==> config.mk <==
export PLATFORM = sky130hd
export DESIGN_NAME = irq_controller
export DESIGN_NICKNAME = d
export VERILOG_FILES = /design/src/rtl/irq_pkg.sv /design/src/rtl/irq_prio_enc.sv /design/src/rtl/irq_controller.sv
export SDC_FILE = /design/constraint.sdc
export NUM_CORES = 1
export LEC_CHECK = 0
export ABC_AREA = 1
export CAP_MARGIN = 20
export CORE_MARGIN = 3
export CORE_UTILIZATION = 45
export CTS_BUF_LIST = sky130_fd_sc_hd__clkbuf_4
export CTS_CLUSTER_DIAMETER = 40
export DETAILED_ROUTE_END_ITERATION = 6
export PLACE_DENSITY_LB_ADDON = 0.08
export RECOVER_POWER = 100
export SLEW_MARGIN = 0
export SYNTH_ARGS = -nofsm -noshare
export SYNTH_HDL_FRONTEND = slang
export SYNTH_SLANG_ARGS = --single-unit
==> constraint.sdc <==
create_clock -name clk -period 3.11 [get_ports clk]
set_input_delay 0.622 -clock clk [delete_from_list [all_inputs] [get_ports clk]]
set_output_delay 0.622 -clock clk [all_outputs]
set_load 0.05 [all_outputs]
==> src/rtl/irq_pkg.sv <==
// Shared definitions for the vectored interrupt controller.
//   IRQ_ID_W     : width of a source identifier (up to 8 sources)
//   NONE_ID      : identifier reported by the priority encoder when nothing is requesting
//   irq_vec_addr : handler address of a source; the caller truncates the result to its PC width
package irq_pkg;

  localparam int IRQ_ID_W = 3;
  localparam logic [IRQ_ID_W-1:0] NONE_ID = '1;

  function automatic int unsigned irq_vec_addr(input int unsigned base,
                                               input int unsigned stride,
                                               input int unsigned idx);
    return base + idx * stride;
  endfunction

endpackage

==> src/rtl/irq_prio_enc.sv <==
// Fixed-priority encoder: the lowest set request bit wins.
//   req   : request vector, bit 0 = highest priority
//   found : at least one request bit is set
//   index : index of the winning bit (NONE_ID when found = 0)
module irq_prio_enc
  import irq_pkg::*;
#(
  parameter int NUM_IRQ = 4
) (
  input  logic [NUM_IRQ-1:0]  req,
  output logic                found,
  output logic [IRQ_ID_W-1:0] index
);

  // Scan from lowest priority upwards so the last hit is the winner.
  always_comb begin
    found = 1'b0;
    index = NONE_ID;
    for (int i = NUM_IRQ - 1; i >= 0; i--) begin
      if (req[i]) begin
        found = 1'b1;
        index = IRQ_ID_W'(i);
      end
    end
  end

endmodule

==> src/rtl/irq_controller.sv <==
// Multi-source vectored interrupt controller with nested preemption.
// Ports:
//   clk, rst                synchronous active-high reset
//   irq_in, irq_mode        raw requests and per-source mode (1 = rising edge, 0 = level)
//   mask_we, mask_wdata     mask register load (1 = source enabled)
//   gie                     global enable for new takes
//   take_ok                 pipeline can accept a redirect this cycle
//   pc_next, cur_flags      context pushed on a take
//   rti_done                RTI reached writeback; pops the save stack
//   irq_trigger, irq_vector one-cycle take pulse and handler address
//   irq_id, irq_active      source in service (top of stack) and stack non-empty
//   saved_pc, saved_flags   top-of-stack context
//   ret_valid, ret_pc, ret_flags   one-cycle pop result
//   rti_err                 one-cycle pulse on RTI with an empty stack
module irq_controller
  import irq_pkg::*;
#(
  parameter int          NUM_IRQ    = 4,
  parameter int          PC_W       = 8,
  parameter int          FLAG_W     = 4,
  parameter int          NEST_DEPTH = 2,
  parameter int unsigned VEC_BASE   = 'hF0,
  parameter int unsigned VEC_STRIDE = 2
) (
  input  logic                clk,
  input  logic                rst,
  input  logic [NUM_IRQ-1:0]  irq_in,
  input  logic [NUM_IRQ-1:0]  irq_mode,
  input  logic                mask_we,
  input  logic [NUM_IRQ-1:0]  mask_wdata,
  input  logic                gie,
  input  logic                take_ok,
  input  logic [PC_W-1:0]     pc_next,
  input  logic [FLAG_W-1:0]   cur_flags,
  input  logic                rti_done,
  output logic                irq_trigger,
  output logic [PC_W-1:0]     irq_vector,
  output logic [IRQ_ID_W-1:0] irq_id,
  output logic                irq_active,
  output logic [PC_W-1:0]     saved_pc,
  output logic [FLAG_W-1:0]   saved_flags,
  output logic                ret_valid,
  output logic [PC_W-1:0]     ret_pc,
  output logic [FLAG_W-1:0]   ret_flags,
  output logic                rti_err
);

  typedef struct packed {
    logic [PC_W-1:0]     pc;
    logic [FLAG_W-1:0]   flags;
    logic [IRQ_ID_W-1:0] id;
  } irq_entry_t;

  localparam int DW    = $clog2(NEST_DEPTH + 1);
  // Stack is rounded up to a power of two so the index width matches exactly.
  localparam int IDX_W = (NEST_DEPTH > 1) ? $clog2(NEST_DEPTH) : 1;
  localparam int LVL_W = IRQ_ID_W + 1;
  localparam logic [DW-1:0]    DEPTH_MAX = DW'(NEST_DEPTH);
  localparam logic [LVL_W-1:0] IDLE_LVL  = LVL_W'(NUM_IRQ);

  logic [NUM_IRQ-1:0]  mask_q;
  logic [NUM_IRQ-1:0]  pend_q;
  logic [NUM_IRQ-1:0]  prev_irq;
  logic [DW-1:0]       depth;
  irq_entry_t          stack [2**IDX_W];

  logic [NUM_IRQ-1:0]  rise;
  logic [NUM_IRQ-1:0]  pending;
  logic [NUM_IRQ-1:0]  eligible;
  logic [NUM_IRQ-1:0]  take_clr;
  logic                win_found;
  logic [IRQ_ID_W-1:0] win_idx;
  logic [DW-1:0]       depth_m1;
  irq_entry_t          top_entry;
  logic [LVL_W-1:0]    cur_level;
  logic                take;
  logic                pop;

  // Edge sources use the latched pending bit; level sources follow the pin directly.
  always_comb begin
    rise     = irq_in & ~prev_irq;
    pending  = (irq_mode & pend_q) | (~irq_mode & irq_in);
    eligible = pending & mask_q & {NUM_IRQ{gie}};
  end

  irq_prio_enc #(
    .NUM_IRQ (NUM_IRQ)
  ) u_prio_enc (
    .req   (eligible),
    .found (win_found),
    .index (win_idx)
  );

  always_comb begin
    depth_m1   = depth - 1'b1;
    irq_active = (depth != '0);
    top_entry  = stack[depth_m1[IDX_W-1:0]];
    cur_level  = irq_active ? {1'b0, top_entry.id} : IDLE_LVL;
    // Only a strictly higher-priority source may preempt the one in service.
    take = win_found && ({1'b0, win_idx} < cur_level) && (depth < DEPTH_MAX) &&
           take_ok && !irq_trigger && !rti_done;
    pop  = rti_done && irq_active;
    for (int i = 0; i < NUM_IRQ; i++) begin
      take_clr[i] = take && (win_idx == IRQ_ID_W'(i));
    end
  end

  always_comb begin
    irq_id      = '0;
    saved_pc    = '0;
    saved_flags = '0;
    if (irq_active) begin
      irq_id      = top_entry.id;
      saved_pc    = top_entry.pc;
      saved_flags = top_entry.flags;
    end
  end

  always_ff @(posedge clk) begin
    if (rst) begin
      mask_q      <= '1;
      pend_q      <= '0;
      prev_irq    <= '0;
      depth       <= '0;
      irq_trigger <= 1'b0;
      irq_vector  <= '0;
      ret_valid   <= 1'b0;
      ret_pc      <= '0;
      ret_flags   <= '0;
      rti_err     <= 1'b0;
      for (int i = 0; i < 2**IDX_W; i++) begin
        stack[i] <= '0;
      end
    end else begin
      prev_irq <= irq_in;
      // A new edge wins over the clear from a take in the same cycle.
      pend_q   <= (pend_q & ~take_clr) | (irq_mode & rise);
      if (mask_we) begin
        mask_q <= mask_wdata;
      end

      irq_trigger <= take;
      irq_vector  <= take ? PC_W'(irq_vec_addr(VEC_BASE, VEC_STRIDE, 32'(win_idx))) : '0;

      ret_valid <= pop;
      ret_pc    <= pop ? top_entry.pc : '0;
      ret_flags <= pop ? top_entry.flags : '0;
      rti_err   <= rti_done && !irq_active;

      // take and pop are mutually exclusive (take requires !rti_done).
      if (take) begin
        stack[depth[IDX_W-1:0]] <= '{pc: pc_next, flags: cur_flags, id: win_idx};
        depth <= depth + 1'b1;
      end else if (pop) begin
        depth <= depth_m1;
      end
    end
  end

endmodule

==> flow_summary_export.csv, run 1 <==
group,metric,value,unit
outcome,status,"completed",
sta,post-route-min-period,2.783,ns
worst_hold_path,min_path_type,"flop to flop",
layout,finalNetCount,393,
die,core_area,0.005642,mm²
drt,post_drt_wl_per_cell,12.37,µm
drt,dr_total_vias,1999,
worst_setup_path,cp-end-kind,"flop",
yosys,synth_warnings,0,
yosys,seq_area_frac_synth,0.5794,
worst_setup_path,worstSetupPathType,"primary input to flop",
job,drv_cap,0,
sta,clock_skew,0.01276,ns
die,die_h,83.39,µm
sta,fmax,359.3,MHz
worst_setup_path,critPathLaunchType,"primary input",
drt,via_per_inst,4.574,
clock_network,cts_setup_buffers,0,
drt,dr.pass1.iters,4,
yosys,synthFlopType,"dfxtp_1",
pwr,p_leak,1.771,nW
yosys,synth.cell_area,0.002695,mm²
sta,maxSlewHeadroom,0.5476,
drt,route.detailed.drc,0,
sta,period_share,0.8950,
yosys,avgSynthCellArea,9.625,µm²
placed_design,dp_slack,-0.004393,ns
die,die_w,83.39,µm
yosys,synth_cells,280,
clock_network,root_buffer,"clkbuf_4",
die,initial_core_util,0.4777,
pwr,pwr_density_cell,626.2,mW/mm²
worst_setup_path,cp.arrival,2.86,ns
clock_network,cts_max_path_buffers,2,
worst_setup_path,critPathRequiredTime,3.19,ns
layout,area_growth,32.92,%
sta,slew_viol_final,0,
grt,grt_pass1_wl,9101,µm
clock_network,clk_latency,0.38,ns
pwr,ir_worst_vdd,0.0003970,V
yosys,synth_edf_count,30,
worst_hold_path,whs_path_depth,2,
yosys,synth.area.top_cells,"edfxtp_1, dfxtp_1, nor2_1, nand2_1, inv_1",
placed_design,place_hpwl,4073,µm
die,dieArea,0.006954,mm²
worst_setup_path,reg2regPathDepth,13,
yosys,ys_ff_latch,63,
grt,grt_util_all_layers,0.1645,
layout,drive_gt1_frac,0.1397,
clock_network,clkTransAtPathRegs,0.10,ns
yosys,async_flop_share,0,
placed_design,gp_congestion,0.7871,
yosys,synth_largest_area_cell,"edfxtp_1",
die,rows,27,
layout,fillCellCount,480,
sta,finalHoldViolCount,0,
yosys,synth.distinct_cells,32,
sta,setup_violations,0,
yosys,synth_common_cells,"nor2_1, nand2_1, inv_1",
sta,tightest_slew,0.6786,ns
drt,routed_wl,5407,µm
grt,grt_overflow_total,0,
drt,ant_nets,0,
sta,fin_ws,0.3265,ns
yosys,yosysMostFrequentCell,"nor2_1",
layout,fin_area,0.003582,mm²
clock_network,htree_levels,3,
grt,antenna_found_initial,0,
yosys,yosysTopAreaCellShare,0.3343,
drt,drt_iter0_markers,88,
grt,grt_max_degree,17,
grt,grt_pass1_vias,2012,
clock_network,cts_inserted_buffers,9,
placed_design,portBuffers,67,
clock_network,cts_sinks,63,
layout,diodes,0,
worst_setup_path,cp_max_fo,8,
die,io_pins,69,
pwr,power,2.243,mW
clock_network,cts-resized-gates,0,
clock_network,holdBufCountCts,0,
sta,rsz0062_at_grt,"false",
clock_network,cts_tree,"done",
placed_design,dpl_cell_area,0.003636,mm²
worst max-delay path, cell delays in order:
cell	delay (ns)
clkdlybuf4s50_1	0.44
inv_1	0.12
nand2_1	0.07
nand3_1	0.09
nand3_1	0.11
nor2_1	0.19
ha_1	0.28
nand2_1	0.07
nand4_1	0.10
nor2_1	0.20
nand2_4	0.09
nor2_8	0.09
nand2_1	0.08
nand2_1	0.08
clkbuf_2	0.24
area by class of cell:
type | instances | area, µm² | share of cell area
tap | 72 | 90.09 | 0.02515
clock inverter | 6 | 27.53 | 0.007684
timing repair buffer | 78 | 802.0 | 0.2239
clock buffer | 10 | 75.07 | 0.02096
sequential | 63 | 1562 | 0.4359
multi-input combinational | 167 | 867.1 | 0.2421
inverter | 41 | 158.9 | 0.04436
state kept, by name (all words and copies together), names as in the netlist, 2 cells and up:
register / cells
pend_q: 4
prev_irq: 4
ret_pc: 8
mask_q: 4
irq_vector: 4
stack: 30
depth: 2
ret_flags: 4
logic make-up (layout without fill, tap and decap cells):
family                     after synthesis  after routing  synth area share
AOI/OAI and AO/OA                       12             12           0.02507
DFF                                     63             63            0.5794
other                                    1              4          0.001391
buffers and inverters                   53            135           0.09053
adders and majority gates                3              3           0.01393
muxes                                   12             12           0.04457
and+or+nand+nor                        136            136            0.2451
power by group:
group / switching (mW) / leakage [nW] / internal [mW] / total [mW]
sequential: 0.0217 / 0.580 / 0.929 / 0.951
clock: 0.275 / 0.0648 / 0.163 / 0.438
combinational: 0.558 / 1.13 / 0.297 / 0.855
worst paths after layout:
path / startpoint / to / slack (ns)
max: irq_mode[1] / stack[0][14] / 0.33
min: mask_q[2] / mask_q[2] / 0.47
max reg2reg: depth[0] / stack[0][14] / 0.50
min reg2reg: mask_q[2] / mask_q[2] / 0.47
cell usage in the layout, fill, tap and decap left out, drive strengths merged:
master and count:
edfxtp 30, dfxtp 33, inv 40, nor3 2, nor2 76, clkinv 7
nor3b 1, mux2i 12, nand4 1, dlymetal6s2s 10, dlygate4sd3 23, buf 10
o21ai 9, ha 3, clkbuf 17, nand3b 2, nand2 43, nand3 10
or2 1, clkdlybuf4s50 28, a21oi 3, conb 4
per-layer routing:
metal  wire, µm  global-route usage
met5          0                   0
met4         76             0.07132
met3        216             0.03671
met2       2686              0.2813
met1       2428              0.1979
metrics by stage:
stage / utilization / TNS [ns] / std cells / hold slack [ns]
2_1_floorplan: - / 0 / 283 / 0.4287
3_3_place_gp: 0.6445 / 0 / 421 / 0.4476
3_5_place_dp: 0.6445 / -0.05940 / 421 / 0.4456
4_1_cts: 0.6627 / 0 / 437 / 0.4722
5_1_grt: 0.6350 / 0 / 437 / 0.4993
6_report: 0.6350 / 0 / 437 / 0.4704
(Power assumes the default switching activity.)
==> inputs of run 2 (changes only) <==
Settings changed: CORE_UTILIZATION 45 to 59, DONT_BUFFER_PORTS set to 1.
==> run 2 against run 1 <==
- the flow now finishes with violations (capacitance limit, slew limit)
- via count decreased by 8.3%
- non-clock buffer count decreased by 56
- wire length decreased by 6.2%
- setup slack got worse by 0.12 ns
- hold slack got worse by 0.19 ns
- clock skew increased by 0.0031 ns
- first-iteration DRC count increased by 98%
- sequential power increased by 8%
==> flow_summary_export.csv, run 2 (synthesis gave the netlist of run 1 again) <==
group,metric,value,unit
worst_setup_path,slowest_delay,0.42,ns
layout,area_growth,8.589,%
sta,period_share,0.9341,
pwr,p_clk_frac,0.277,
sta,tightest_slew,1.883,ns
placed_design,gp_congestion,0.7686,
drt,post_drt_wl_per_cell,14.13,µm
clock_network,cts_sinks,63,
sta,rsz0062_at_grt,"false",
worst_setup_path,critPathLaunchType,"flop",
pwr,p_leak,1.309,nW
layout,largest-register,"stack",
clock_network,clkTransAtPathRegs,0.10,ns
clock_network,cts_max_path_buffers,2,
job,drv_cap,1,
sta,clock_skew,0.01590,ns
clock_network,cts-resized-gates,0,
layout,largest_register_ffs,30,
drt,via_per_inst,5.106,
grt,grt_pass1_wl,8093,µm
die,dieArea,0.005415,mm²
clock_network,htree_levels,3,
clock_network,cts_setup_buffers,0,
clock_network,clk_latency,0.40,ns
grt,grt_util_all_layers,0.2025,
die,core_area,0.004202,mm²
clock_network,cts_inserted_buffers,9,
clock_network,cts_tree,"done",
drt,dr.pass1.iters,4,
sta,slew_viol_final,1,
pwr,switchingPower,846.8,µW
sta,setup_violations,0,
placed_design,portBuffers,0,
pwr,p_int,1.417,mW
worst_setup_path,crit_path_frequent_cell,"buf_4",
grt,antenna_found_initial,0,
die,rows,23,
drt,routed_wl,5072,µm
sta,fmax,344.2,MHz
worst_setup_path,cp_max_fo,14,
layout,finalNetCount,337,
layout,drive_gt1_frac,0.1650,
drt,drt_iter0_markers,174,
clock_network,root_buffer,"clkbuf_4",
sta,fin_tns_setup,0,ns
outcome,failed_checks,"capacitance limit, slew limit",
die,initial_core_util,0.6415,
worst_setup_path,worstSetupPathType,"flop to output port",
layout,utilization,0.6965,
die,io_pins,69,
layout,top_regs,"stack: 30 flops, ret_pc: 8 flops",
drt,dr_total_vias,1833,
grt,met2_usage,0.3159,
grt,grt_overflow_total,0,
pwr,switching_share,0.3741,
sta,maxSlewHeadroom,-0.2569,
worst_setup_path,cp_cell_sequence,"inv_6 > ha_1 > buf_4 > inv_1 > o21ai_2 > nor2_2 > buf_4",
layout,layout_common_cells,"nor2_1, nand2_1, inv_1",
pwr,seqPwrFrac,0.454,
layout,diodes,0,
grt,met3_usage,0.06156,
pwr,pwr_density_cell,773.6,mW/mm²
grt,busiest_layer,"met2",
worst_setup_path,critPathRequiredTime,2.49,ns
die,die_h,73.59,µm
clock_network,holdBufCountCts,0,
worst_setup_path,cp-end-kind,"output port",
worst_hold_path,min_path_type,"primary input to flop",
grt,grt_max_degree,17,
drt,ant_nets,0,
placed_design,place_hpwl,3662,µm
worst_setup_path,cp.arrival,2.28,ns
sta,post-route-min-period,2.905,ns
outcome,status,"finished, violations left",
grt,grt_pass1_vias,1773,
worst_setup_path,cp_slowest_cell,"dfxtp_1",
die,die_w,73.59,µm
grt,use_met1,0.2498,
pwr,ir_worst_vdd,0.0003588,V
layout,final_common_cell,"nor2_1",
layout,fillCellCount,357,
pwr,combinationalPowerShare,0.269,
sta,finalHoldViolCount,0,
drt,route.detailed.drc,0,
run 2: changes by cell type in the layout (fill, tap and decap cells not counted), moves of 2 or more:
cell             change
clkdlybuf4s50_1     -28
clkinv_2             -2
dlymetal6s2s_1      -10
bufinv_16            +2
clkbuf_1             +9
buf_12               -5
dlygate4sd3_1       -23
run 2: metrics by stage:
step	power [mW]	hold slack, ns	area [µm²]	instances	worst slack [ns]
final	2.264	0.2850	2927	359	0.2048
after global routing	2.359	0.2630	2927	359	0.1033
after CTS	2.319	0.2695	3018	359	0.3368
after detailed placement	1.705	0.4460	2861	343	0.2748
after global placement	1.692	0.4402	2861	343	0.4081
after floorplan	1.557	0.4287	2718	283	0.05492
run 2: final timing paths:
path	slack [ns]	endpoint	cells past startpoint	startpoint
worst max-delay path	0.20	irq_id[0]	7	depth[0]
worst min-delay path	0.28	irq_trigger	1	rst
worst max register to register	0.27	stack[0][4]	13	depth[0]
worst min register to register	0.47	mask_q[0]	2	mask_q[0]
run 2: power groups by stage:
stage          clock network, mW  logic, mW  registers [mW]
6_report                   0.628      0.608            1.03
4_1_cts                    0.631      0.660            1.03
3_3_place_gp                   0      0.647            1.05
5_1_grt                    0.662      0.662            1.03
2_1_floorplan                  0      0.531            1.03
3_5_place_dp                   0      0.657            1.05
run 2: metal layers:
layer / up-vias / part of all wire
met5: - / 0
met4: 0 / 0.024
met3: 13 / 0.062
met2: 73 / 0.47
met1: 829 / 0.44
li1: 918 / -
run 2: layout make-up:
class,count,area (µm²),share of cell area
Sequential cell,63,1562,0.5336
Multi-Input combinational cell,167,882.1,0.3014
Clock buffer,11,82.58,0.02822
Clock inverter,5,73.82,0.02522
Inverter,41,158.9,0.05430
Timing Repair Buffer,22,105.1,0.03591
Tap cell,50,62.56,0.02138
run 2: worst max-delay path, delay by kind of cell (launching register included):
| kind | cells | cell delay, ns |
|---|---|---|
| DFF | 1 | 0.42 |
| adders and majority gates | 1 | 0.27 |
| AOI/OAI and AO/OA | 1 | 0.12 |
| buffers and inverters | 4 | 0.92 |
| and+or+nand+nor | 1 | 0.15 |
